### config.mk
export PLATFORM = sky130hd
export DESIGN_NAME = epl_xfer_scheduler
export DESIGN_NICKNAME = d
export VERILOG_FILES = /design/src/rtl/epl_xfer_scheduler.sv
export SDC_FILE = /design/constraint.sdc
export NUM_CORES = 1
export LEC_CHECK = 0
export CAP_MARGIN = 20
export CORE_ASPECT_RATIO = 1.25
export CORE_MARGIN = 5
export CORE_UTILIZATION = 50
export DETAILED_ROUTE_END_ITERATION = 12
export GPL_TIMING_DRIVEN = 0
export HOLD_SLACK_MARGIN = 0.03
export PLACE_DENSITY = 0.93
export SETUP_SLACK_MARGIN = 0.15
export SYNTH_ARGS = -nofsm -noshare
export SYNTH_HDL_FRONTEND = slang
export SYNTH_SLANG_ARGS = --single-unit
export TNS_END_PERCENT = 10
### constraint.sdc
create_clock -name csi_MCLK_clk -period 6.8 [get_ports csi_MCLK_clk]
set_input_delay 1.36 -clock csi_MCLK_clk [delete_from_list [all_inputs] [get_ports csi_MCLK_clk]]
set_output_delay 1.36 -clock csi_MCLK_clk [all_outputs]
set_load 0.02 [all_outputs]
### src/rtl/epl_xfer_scheduler.sv
// Transfer scheduler for the EPL shift engine: arbitrates host writes, interrupt
// refreshes and periodic polls onto a single start/busy/done engine port.
module epl_xfer_scheduler #(
    parameter int POLL_DIV = 1000,
    parameter int TIMEOUT  = 4096
) (
    input  logic        csi_MCLK_clk,
    input  logic        rsi_MRST_reset_n,
    input  logic        host_req,
    input  logic [31:0] host_wdata,
    output logic        host_ack,
    output logic [31:0] host_rdata,
    input  logic        poll_en,
    input  logic        epl_int,
    output logic        eng_start,
    output logic [31:0] eng_txdata,
    input  logic        eng_busy,
    input  logic        eng_done,
    input  logic [31:0] eng_rxdata,
    output logic [31:0] last_rx,
    output logic [1:0]  last_src,
    output logic        irq,
    input  logic        irq_clr,
    output logic        err,
    input  logic        err_clr
);

    localparam int PW = $clog2(POLL_DIV);
    localparam int TW = $clog2(TIMEOUT);
    localparam logic [1:0] SRC_HOST = 2'd1;
    localparam logic [1:0] SRC_INT  = 2'd2;
    localparam logic [1:0] SRC_POLL = 2'd3;

    typedef enum logic [1:0] {ST_IDLE, ST_ISSUE, ST_WAIT, ST_DONE} state_t;

    state_t        state_reg;
    logic          int_sync1_reg, int_sync2_reg, int_prev_reg;
    logic          int_pend_reg, poll_pend_reg;
    logic [PW-1:0] poll_cnt_reg;
    logic [TW-1:0] tmo_cnt_reg;
    logic [31:0]   shadow_reg;
    logic [1:0]    src_reg;
    logic          last_host_reg;

    logic int_rise, poll_tc, tmo_hit;
    logic grant_host, grant_int, grant_poll, any_grant;
    logic irq_set, err_set;

    assign int_rise  = int_sync2_reg & ~int_prev_reg;
    assign poll_tc   = poll_en && (poll_cnt_reg == PW'(POLL_DIV - 1));
    assign tmo_hit   = (tmo_cnt_reg == TW'(TIMEOUT - 1));
    assign any_grant = grant_host | grant_int | grant_poll;
    assign irq_set   = (state_reg == ST_WAIT) && eng_done && (src_reg == SRC_INT);
    assign err_set   = (state_reg == ST_WAIT) && !eng_done && tmo_hit;

    // After a host grant, pending int/poll work goes first so a host that keeps
    // re-requesting cannot starve the refresh sources.
    always_comb begin
        grant_host = 1'b0;
        grant_int  = 1'b0;
        grant_poll = 1'b0;
        if (state_reg == ST_IDLE) begin
            if (last_host_reg && (int_pend_reg || poll_pend_reg)) begin
                if (int_pend_reg) grant_int  = 1'b1;
                else              grant_poll = 1'b1;
            end else if (host_req) begin
                grant_host = 1'b1;
            end else if (int_pend_reg) begin
                grant_int = 1'b1;
            end else if (poll_pend_reg) begin
                grant_poll = 1'b1;
            end
        end
    end

    // Event capture: a new event in the grant cycle re-sets its pend flag.
    always_ff @(posedge csi_MCLK_clk or negedge rsi_MRST_reset_n) begin
        if (!rsi_MRST_reset_n) begin
            int_sync1_reg <= 1'b0;
            int_sync2_reg <= 1'b0;
            int_prev_reg  <= 1'b0;
            int_pend_reg  <= 1'b0;
            poll_pend_reg <= 1'b0;
            poll_cnt_reg  <= '0;
        end else begin
            int_sync1_reg <= epl_int;
            int_sync2_reg <= int_sync1_reg;
            int_prev_reg  <= int_sync2_reg;
            if (int_rise)       int_pend_reg <= 1'b1;
            else if (grant_int) int_pend_reg <= 1'b0;
            if (!poll_en) begin
                poll_cnt_reg  <= '0;
                poll_pend_reg <= 1'b0;
            end else begin
                poll_cnt_reg <= poll_tc ? '0 : poll_cnt_reg + PW'(1);
                if (poll_tc)         poll_pend_reg <= 1'b1;
                else if (grant_poll) poll_pend_reg <= 1'b0;
            end
        end
    end

    always_ff @(posedge csi_MCLK_clk or negedge rsi_MRST_reset_n) begin
        if (!rsi_MRST_reset_n) begin
            state_reg     <= ST_IDLE;
            tmo_cnt_reg   <= '0;
            shadow_reg    <= '0;
            src_reg       <= 2'd0;
            last_host_reg <= 1'b0;
            eng_start     <= 1'b0;
            eng_txdata    <= '0;
            host_ack      <= 1'b0;
            host_rdata    <= '0;
            last_rx       <= '0;
            last_src      <= 2'd0;
            irq           <= 1'b0;
            err           <= 1'b0;
        end else begin
            eng_start <= 1'b0;
            host_ack  <= 1'b0;
            case (state_reg)
                ST_IDLE: begin
                    if (any_grant) begin
                        state_reg     <= ST_ISSUE;
                        last_host_reg <= grant_host;
                        if (grant_host) begin
                            shadow_reg <= host_wdata;
                            eng_txdata <= host_wdata;
                            src_reg    <= SRC_HOST;
                        end else begin
                            eng_txdata <= shadow_reg;
                            src_reg    <= grant_int ? SRC_INT : SRC_POLL;
                        end
                    end
                end
                ST_ISSUE: begin
                    if (!eng_busy) begin
                        eng_start   <= 1'b1;
                        tmo_cnt_reg <= '0;
                        state_reg   <= ST_WAIT;
                    end
                end
                ST_WAIT: begin
                    if (eng_done) begin
                        state_reg <= ST_DONE;
                        last_rx   <= eng_rxdata;
                        last_src  <= src_reg;
                        if (src_reg == SRC_HOST) begin
                            host_rdata <= eng_rxdata;
                            host_ack   <= 1'b1;
                        end
                    end else if (tmo_hit) begin
                        // Abandoned transfer: data outputs keep their old values,
                        // but the host is still released.
                        state_reg <= ST_DONE;
                        host_ack  <= (src_reg == SRC_HOST);
                    end else begin
                        tmo_cnt_reg <= tmo_cnt_reg + TW'(1);
                    end
                end
                ST_DONE: state_reg <= ST_IDLE;
                default: state_reg <= ST_IDLE;
            endcase
            if (irq_set)      irq <= 1'b1;
            else if (irq_clr) irq <= 1'b0;
            if (err_set)      err <= 1'b1;
            else if (err_clr) err <= 1'b0;
        end
    end

endmodule

== Yosys cells after proc, flatten, opt, wreduce, memory -nomap -nowiden ==
Cells that the tools add are included.
Storage, ports and cells
  input port bits: 73
  flip-flop bits (word level): 134
  output and inout bits: 102
  word-level logic and storage cells: 97
Operators by class
  reductions and logical operators: 19
  equal/unequal tests: 13
  $add $sub $neg: 2
  bitwise gates (word level): 4
  multiplexer cells: 41
Operators with widths (count)
  $mux W12: 3
  $mux W1: 29
  $pmux W12 S2: 1
  $mux W10: 2
  $add A12 B1 Y12 const B: 1
  $eq A12 B12 Y1 const B: 1
  $add A10 B1 Y10 const B: 1
  $eq A10 B10 Y1 const B: 1
  $mux W2: 5
  $reduce_and A3 Y1: 3
  $ne A2 B2 Y1 const B: 4
  $pmux W2 S4: 1
  $reduce_bool A2 Y1: 4
  $eq A2 B2 Y1 const B: 3
  $logic_and A1 B1 Y1: 6
  $eq A2 B1 Y1 const B: 2
  $reduce_and A2 Y1: 2
  $reduce_and A4 Y1: 1
  $ne A3 B1 Y1 const B: 1
  $ne A3 B3 Y1 const B: 1
  $logic_not A2 Y1: 1
  $or A1 B1 Y1: 2
  $and A1 B1 Y1: 1
  $logic_not A1 Y1: 1
  other kinds (2): 2

== Longest topological paths before layout ==
Gate-level depths: netlist (run 1).
  depth after elaboration: 8
  gate-level depth with buffers: 8
  depth with buffers taken out: 6

== Worst setup path before layout (run 1) ==
Ideal clock, no wire load.
  kind: input-to-reg
  start: input port eng_done
  end: register tmo_cnt_reg[9]
  stages on the path: 5
  data arrival time: 2.776 ns
  setup slack: 3.946 ns
  buffers on the path: 1
  required time: 6.722 ns
  library setup time: 0.078 ns
  cell sequence: a22o_1 -> or4b_1 -> clkbuf_2 -> or4_1 -> a21oi_1
Between the ends
  word-level cells in the longest chain between the ends: 2
RTL lines
  start: declaration: RTL line 18  | input logic eng_done,
  $ne A2 B2 Y1 (no line)
  $reduce_and A4 Y1 (no line)
  end signal: assignment: RTL line 157  | tmo_cnt_reg <= tmo_cnt_reg + TW'(1);
  end: declaration: RTL line 40  | logic [TW-1:0] tmo_cnt_reg;
No other way between the ends.
A chain may end at the register's enable or synchronous reset.

== Worst setup path in the final report (run 1) ==
  start: input port eng_done
  end: register tmo_cnt_reg[11]
The elaborated chain is that of the path after synthesis.

==> results.cfg, run 1 <==
[cells_and_area]
n_fill_cell = 635
antennaDiodeCount = 0
fin_area_sq_mm = 0.00784
multi_input_area_sq_mm = 0.00191
layout.nets = 657
regArea_sq_mm = 0.00335
drive_gt1_share_pct = 23.3
final_util_pct = 74.2
layout.cells.non_filler = 724
syn_to_final_growth_pct = 46.3

[clocking]
cts_sinks = 134
cts-root-buf = clkbuf_16
ctsLongestPathBuffers = 2
clk_latency_ns = 0.41
cts_htree_levels = 4
numCtsBuffers = 17
clkTransAtPathRegs_ns = 0.06
cts_tree = built
post_cts_resized = 0
postCtsSetupRepairBufs = 0
ctsHoldBuffers = 0

[placement]
place_ws_ns = 3.34
dp.cells = 692
portBuffers = 174
gp_congestion = 0.834
placed_area_sq_mm = 0.00729
dpl.hpwl_mm = 10.0

[sta]
slew_violations = 0
finalSetupViolCount = 0
relSlewSlack_pct = 54.7
period_share_pct = 45.2
tns_ns = 0
grt_setup_unrepaired = false
max_clock_freq_ghz = 0.326
fin_hold_ws_ns = 0.373
worst_pin_slew_ns = 0.680
min_period_ns = 3.07
clock_skew_ns = 0.00767
setup_ws_ns = 3.73
hold_violations = 0

[floorplan]
die_w_um = 103
die_h_um = 126
rows = 42
coreArea_sq_mm = 0.0106
die-area_sq_mm = 0.0129
initial_core_util_pct = 50.7
io_pins = 175

[pwr]
p_per_area_mw_per_mm2 = 491
p_int_mw = 2.52
ir_drop_mv = 0.307
power_switching_mw = 1.33
swShare_pct = 34.5
comb_power_share_pct = 43.9
leakage_nw = 3.41
power_frac_clock_pct = 22.0
power_mw = 3.85
seqPwrFrac_pct = 34.2

[worst_setup_path]
cp.depth = 6
critPathCaptureType = flop
cp_max_fo = 5
cp_cell_sequence = clkdlybuf4s50_1 -> a22o_1 -> or4b_1 -> clkbuf_2 -> or4_1 -> a21oi_1
critPathTopFamily = simple AND/OR/NAND/NOR gates
startpoint_type = input pin
cp_data_required_time_ns = 7.13
crit_type = input pin to flop
startpoint = eng_done
rr_worst_depth = 8
path_buf_inv = 2
max_stage_delay_ns = 0.48
cp.arrival_ns = 3.40
r2r_start = state_reg[0]
cpMaxStageDelayCell = clkdlybuf4s50_1

[yosys]
synth_flop_cell = dfrtp_1
yosys.area.top_type = dfrtp_1
synth_seq_cells = 134
ys_seq_area_share_pct = 62.6
synthCells = 385
synth_edf_count = 0
syn_nets = 463
synth.cell_area_sq_mm = 0.00536
synth_cell_types = 42
synth.area.top_cells = dfrtp_1, mux2_2, nor2_1
yosysTopAreaCellShare_pct = 62.6
avgSynthCellArea_sq_um = 13.9
ys_warn_count = 0
synth_async_sr_flop_share_pct = 100

[grt]
antenna_found_initial = 0
grt_max_degree = 77
grt_pass1_wl_mm = 22.4
overflow = 0
grt_usage_pct = 22.9
first_global_vias = 4308

[drt]
wl_per_cell_um = 19.1
ant_nets = 0
routed_via_density = 5.31
wl_mm = 13.8
drc = 0
dr.pass1.iters = 4
dr.first_iter.drc_count = 126
via_count = 3841

[flow_run]
cap_violations = 0

[hold_path]
min_from = int_sync1_reg
holdPathStages = 0
hold_class = flop to flop

[run_status]
status = finished, final reports clean
## kinds of logic after synthesis
family | Yosys count | share of synthesized area (%)
buf+inv | 23 | 1.73
flops | 134 | 62.6
fa+ha+maj | 5 | 1.17
xor+xnor | 8 | 1.31
simple gates | 76 | 7.10
compound gates | 37 | 4.74
mux | 102 | 21.4
## worst paths after layout
| kind | end | slack, ns |
|---|---|---|
| worst max-delay path | tmo_cnt_reg[11] | 3.73 |
| worst min-delay path | int_sync2_reg | 0.37 |
| worst max register to register | tmo_cnt_reg[11] | 4.49 |
| worst min register to register | int_sync2_reg | 0.37 |
| max in group asynchronous | tmo_cnt_reg[3] | 5.14 |
| min in group asynchronous | host_rdata[22] | 0.92 |
## layout make-up
class	instances	share of cell area, %
sequential	134	42.8
multi-input combinational	228	24.4
timing repair buffer	175	22.6
clock buffer	24	6.02
tap	132	2.11
clock inverter	8	0.942
buffer	14	0.750
inverter	9	0.431
## synth_stat cells, types with 2 or more instances
cell / n
nor2_1: 20
nand4_1: 6
and3_1: 3
a21oi_1: 8
ha_1: 5
buf_1: 2
buf_2: 4
nand3_1: 7
o21ai_0: 7
a31oi_1: 4
o31ai_1: 2
nand2b_1: 3
nor2b_1: 2
dfrtp_1: 134
inv_1: 9
xor2_1: 3
a41o_1: 3
xnor2_1: 5
a211oi_1: 2
nor3_1: 5
or4_1: 5
clkbuf_1: 7
mux2_2: 99
and2_1: 4
nand2_1: 17
mux2i_1: 3
## per-layer routing
layer | up-vias | GRT usage (%) | routed length [um]
li1 | 1768 | - | -
met1 | 1906 | 24.5 | 4910
met2 | 149 | 40.4 | 7590
met3 | 18 | 9.02 | 1020
met4 | 0 | 7.57 | 330
met5 | - | 0 | 0
## layout by cell type (no fill, tap or decap), drive strengths merged, types with 5 or more instances in the layout
cell | Yosys | final
clkdlybuf4s50 | 0 | 173
dfrtp | 134 | 134
mux2 | 99 | 99
clkbuf | 8 | 32
nor2 | 21 | 21
nand2 | 17 | 17
inv | 9 | 10
a21oi | 8 | 8
buf | 6 | 8
nand3 | 7 | 7
o21ai | 7 | 7
nand4 | 6 | 6
or4 | 5 | 5
nor3 | 5 | 5
xnor2 | 5 | 5
ha | 5 | 5
## power by group through the flow
stage                     Clock, mW  Combinational (mW)  Sequential [mW]
after global placement            0                1.64             1.29
after detailed placement          0                1.69             1.32
after global routing          0.900                1.78             1.36
final                         0.844                1.69             1.31
after floorplan                   0               0.490             1.67
after CTS                     0.858                1.71             1.31
(Power assumes the default switching activity.)
==> run 2, diff against run 1 <==
Settings changed: CORE_UTILIZATION 50 to 42, PLACE_DENSITY 0.93 to 0.84.
Clock period 6.8 ns to 2.6 ns, I/O delays scaled along.
==> run 2 against run 1 <==
  * Die area up 17%
  * Sequential power grew to 2.6 times the previous value
  * Global-route usage down 5.4 points
  * Wire length shrank 7.2%
  * Worst setup slack lost 3.5 ns
  * Critical path depth rose by 2
  * Flip-flop and latch count stayed put
  * Clock skew rose by 0.0046 ns
  * Core utilization fell by 11 points
  * Critical path type is now flop to flop
==> results.cfg, run 2 (synthesis gave the netlist of run 1 again) <==
[clocking]
cts-root-buf = clkbuf_16
cts_tree = built
clk_latency_ns = 0.42
numCtsBuffers = 17
cts_sinks = 134
cts_htree_levels = 4
postCtsSetupRepairBufs = 0
clkTransAtPathRegs_ns = 0.06
ctsLongestPathBuffers = 2

[cells_and_area]
final_cell_mix = clkdlybuf4s50_1, dfrtp_1, mux2_2
layout.cells.non_filler = 761
mostFrequentLayoutCell = clkdlybuf4s50_1
antennaDiodeCount = 0
syn_to_final_growth_pct = 48.7
drive_gt1_share_pct = 24.1
fin_area_sq_mm = 0.00797
layout.nets = 658
n_fill_cell = 936

[worst_setup_path]
cp_data_required_time_ns = 2.93
critPathTopFamily = simple AND/OR/NAND/NOR gates
r2r_start = state_reg[0]
crit_type = flop to flop
critPathCaptureType = flop
cpMaxStageDelayCell = or4b_1
path_buf_inv = 3
cp_max_fo = 10
cp.arrival_ns = 2.66
reg2reg_slack_ns = 0.27
reg2reg_to = tmo_cnt_reg[9]
cp_cell_sequence = inv_1 -> ha_1 -> buf_2 -> nor2_2 -> or4b_1 -> clkbuf_2 -> or4_1 -> a21oi_1
max_stage_delay_ns = 0.51
rr_worst_depth = 8
startpoint_type = flop

[sta]
clock_skew_ns = 0.0123
tns_ns = 0
setup_ws_ns = 0.265
fin_hold_ws_ns = 0.368
slew_violations = 0
relSlewSlack_pct = 60.4
worst_pin_slew_ns = 0.593
period_share_pct = 89.8
finalSetupViolCount = 0
hold_violations = 0
min_period_ns = 2.33
max_clock_freq_ghz = 0.428
grt_setup_unrepaired = true

[floorplan]
coreArea_sq_mm = 0.0126
die-area_sq_mm = 0.0151
die_h_um = 136
rows = 46
io_pins = 175
initial_core_util_pct = 42.5
die_w_um = 111

[placement]
portBuffers = 174
dpl.hpwl_mm = 9.68
placed_area_sq_mm = 0.00734
gp_congestion = 0.843
dp.cells = 728
place_ws_ns = -0.0566

[pwr]
p_per_area_mw_per_mm2 = 1280
leakage_nw = 3.45
ir_drop_mv = 0.624

[drt]
dr.pass1.iters = 4
ant_nets = 0
routed_via_density = 5.04
wl_mm = 12.8
wl_per_cell_um = 16.9
via_count = 3834
drc = 0
dr.first_iter.drc_count = 128

[hold_path]
hold_class = flop to flop
min_from = int_sync1_reg
hold_end = int_sync2_reg
holdPathStages = 0

[grt]
grt_usage_pct = 17.5
first_global_vias = 4179
overflow = 0
grt_max_degree = 105
antenna_found_initial = 1
grt_pass1_wl_mm = 21.0

[run_status]
status = finished, final reports clean

[flow_run]
cap_violations = 0
[run 2: changes by cell type in the layout (fill, tap and decap cells not counted), sizes merged]
cell	before	now
bufinv	1	3
dlygate4sd3	0	1
clkinv	4	6
inv	10	13
clkbuf	32	27
clkinvlp	2	0
[run 2: where the power goes]
group	internal [mW]	switching, mW
clock	1.55	0.902
sequential	2.95	0.485
combinational	2.27	2.06
total	6.77	3.44
[run 2: how the worst max path moves through the flow]
| stage | cells past startpoint | slack [ns] | from | endpoint |
|---|---|---|---|---|
| 6_report | 8 | 0.27 | state_reg[0] | tmo_cnt_reg[9] |
| 3_5_place_dp | 6 | -0.06 | eng_done | tmo_cnt_reg[9] |
| 3_3_place_gp | 1 | -3.96 | rsi_MRST_reset_n | host_rdata[8] |
| 5_1_grt | 8 | 0.13 | state_reg[0] | tmo_cnt_reg[11] |
| 2_1_floorplan | 8 | 0.47 | state_reg[0] | tmo_cnt_reg[9] |
| 4_1_cts | 6 | 0.23 | state_reg[0] | shadow_reg[8] |
[run 2: layer usage]
| metal | up-vias | share of wire (%) | global-route usage [%] |
|---|---|---|---|
| li1 | 1769 | - | - |
| met5 | - | 0.13 | 0 |
| met1 | 1887 | 38 | 19.0 |
| met2 | 146 | 51 | 30.5 |
| met3 | 30 | 8.2 | 7.44 |
| met4 | 2 | 2.9 | 7.03 |
[run 2: timing repair]
item / in CTS / in global routing
hold buffers: 1 / 0
endpoints found under the setup margin: 0 / 29
endpoints found under the hold margin: 30 / 0
gates resized for setup: 0 / 1
[run 2: metrics by stage]
stage / power [mW] / utilization [%]
2_1_floorplan: 5.65 / -
3_3_place_gp: 7.66 / 58.0
3_5_place_dp: 7.83 / 58.2
4_1_cts: 10.3 / 63.2
5_1_grt: 10.8 / 63.2
6_report: 10.2 / 63.2
[run 2: final cells by class]
class | instances | area, sq um | area share [%]
well taps | 168 | 210 | 2.64
multi-input cells | 228 | 1920 | 24.0
clock inverters | 13 | 170 | 2.14
clock buffers | 19 | 443 | 5.56
flip-flops and latches | 134 | 3350 | 42.1
repair buffers | 176 | 1780 | 22.4
plain buffers | 14 | 58.8 | 0.738
inverters | 9 | 33.8 | 0.424
==> run 3, diff against run 2 <==
Settings changed: CORE_ASPECT_RATIO 1.25 to 2.
==> run 3 against run 2 <==
  * Critical path depth unchanged
  * Critical endpoint unchanged
  * Largest cell class unchanged
  * Sequential power about the same
  * Clock-buffer cell count is 1 lower
  * Core utilization increased by 0.18 points
  * Wire length is 5.5% higher
==> results.cfg, run 3 (synthesis gave the netlist of run 1 again) <==
[run_status]
status = finished, final reports clean

[grt]
overflow = 0
grt_max_degree = 107
first_global_vias = 4384
antenna_found_initial = 0
grt_pass1_wl_mm = 22.3
grt_usage_pct = 18.2

[sta]
slew_violations = 0
worst_pin_slew_ns = 0.671
grt_setup_unrepaired = false
period_share_pct = 88.5
min_period_ns = 2.30
relSlewSlack_pct = 55.3
fin_hold_ws_ns = 0.362
max_clock_freq_ghz = 0.435
finalSetupViolCount = 0
hold_violations = 0
setup_ws_ns = 0.300
clock_skew_ns = 0.00965

[pwr]
power_frac_clock_pct = 24.5
comb_power_share_pct = 42.3
leakage_nw = 3.45
ir_drop_mv = 0.816
seqPwrFrac_pct = 33.2
p_int_mw = 6.84
p_per_area_mw_per_mm2 = 1300
swShare_pct = 33.8
power_switching_mw = 3.49

[cells_and_area]
drive_gt1_share_pct = 24.1
syn_to_final_growth_pct = 48.5
multi_input_area_sq_mm = 0.00191
final_cell_mix = clkdlybuf4s50_1, dfrtp_1, mux2_2
n_fill_cell = 935
antennaDiodeCount = 0
layout.cells.non_filler = 743
regArea_sq_mm = 0.00335
mostFrequentLayoutCell = clkdlybuf4s50_1
layout.nets = 658

[clocking]
numCtsBuffers = 17
cts_tree = built
cts-root-buf = clkbuf_16
cts_sinks = 134
cts_htree_levels = 4
clk_latency_ns = 0.41
postCtsSetupRepairBufs = 0
clkTransAtPathRegs_ns = 0.06
ctsLongestPathBuffers = 2

[placement]
dp.cells = 710
gp_congestion = 0.820
dpl.hpwl_mm = 10.2
place_ws_ns = -0.0157
portBuffers = 174

[worst_setup_path]
startpoint_type = flop
max_stage_delay_ns = 0.50
critPathTopFamily = simple AND/OR/NAND/NOR gates
critPathCaptureType = flop
cpMaxStageDelayCell = or4b_1
path_buf_inv = 3
cp_data_required_time_ns = 2.93
cp_cell_sequence = inv_1 -> ha_1 -> buf_2 -> nor2_2 -> or4b_1 -> clkbuf_2 -> or4_1 -> a21oi_1
cp.arrival_ns = 2.63
crit_type = flop to flop
cp_max_fo = 10

[floorplan]
io_pins = 175
initial_core_util_pct = 42.7
die_h_um = 170
coreArea_sq_mm = 0.0126
rows = 58
die-area_sq_mm = 0.0153
die_w_um = 89.9

[drt]
via_count = 3869
routed_via_density = 5.21
wl_mm = 13.6
dr.first_iter.drc_count = 127
wl_per_cell_um = 18.2
drc = 0
ant_nets = 0
dr.pass1.iters = 4

[hold_path]
hold_class = flop to flop

[flow_run]
cap_violations = 0
-- run 3: cell types whose count changed in the layout (fill, tap and decap cells not counted), sizes merged --
cell      delta
clkinv       -2
clkinvlp     +3
inv          -1
clkbuf       -1
bufinv       +1
-- run 3: repair_timing --
item / CTS / global route
hold endpoints to repair: 28 / 0
resized for setup: 0 / 2
setup endpoints to repair: 0 / 1
hold buffers: 1 / 0
-- run 3: worst reg2reg max path, stage by stage, from the launching register on --
cell,delay [ns]
dfrtp_1,0.38
inv_1,0.11
ha_1,0.18
buf_2,0.21
nor2_2,0.08
or4b_1,0.50
clkbuf_2,0.16
or4_1,0.46
a21oi_1,0.15
-- run 3: power groups by stage --
stage / clock network (mW) / logic (mW) / registers (mW)
finish: 2.53 / 4.38 / 3.43
global placement: 0 / 4.28 / 3.39
floorplan: 0 / 1.28 / 4.37
detailed placement: 0 / 4.40 / 3.46
CTS: 2.58 / 4.43 / 3.44
global route: 2.68 / 4.65 / 3.54
-- run 3: metrics by stage --
step           utilization, %  setup TNS [ns]  total power [mW]  area [sq um]
4_1_cts                  63.4               0              10.4          7960
3_3_place_gp             58.0         -523.99              7.67          7290
3_5_place_dp             58.3         -0.0278              7.87          7320
5_1_grt                  63.4               0              10.9          7960
6_report                 63.4               0              10.3          7960
2_1_floorplan               -               0              5.65          5360
-- run 3: layout make-up --
cell class                 count  area share, %
timing repair buffer         176           22.4
sequential                   134           42.1
buffer                        14          0.755
inverter                       9          0.425
clock inverter                14           2.52
tap                          150           2.36
clock buffer                  18           5.39
multi-input combinational    228           24.0
-- run 3: path summary, 6_finish.rpt --
path / startpoint / end / slack [ns] / cells past startpoint
max: state_reg[0] / tmo_cnt_reg[9] / 0.30 / 8
min: int_sync1_reg / int_sync2_reg / 0.36 / 0
max reg2reg: state_reg[0] / tmo_cnt_reg[9] / 0.30 / 8
min reg2reg: int_sync1_reg / int_sync2_reg / 0.36 / 0
max in group asynchronous: rsi_MRST_reset_n / shadow_reg[24] / 1.24 / 3
min in group asynchronous: rsi_MRST_reset_n / host_rdata[16] / 0.55 / 2
-- run 3: layer usage --
layer / part of all wire, % / GRT usage (%)
met5: 0 / 0
met4: 3.2 / 8.55
met3: 6.2 / 5.94
met2: 56 / 33.7
met1: 34 / 18.1
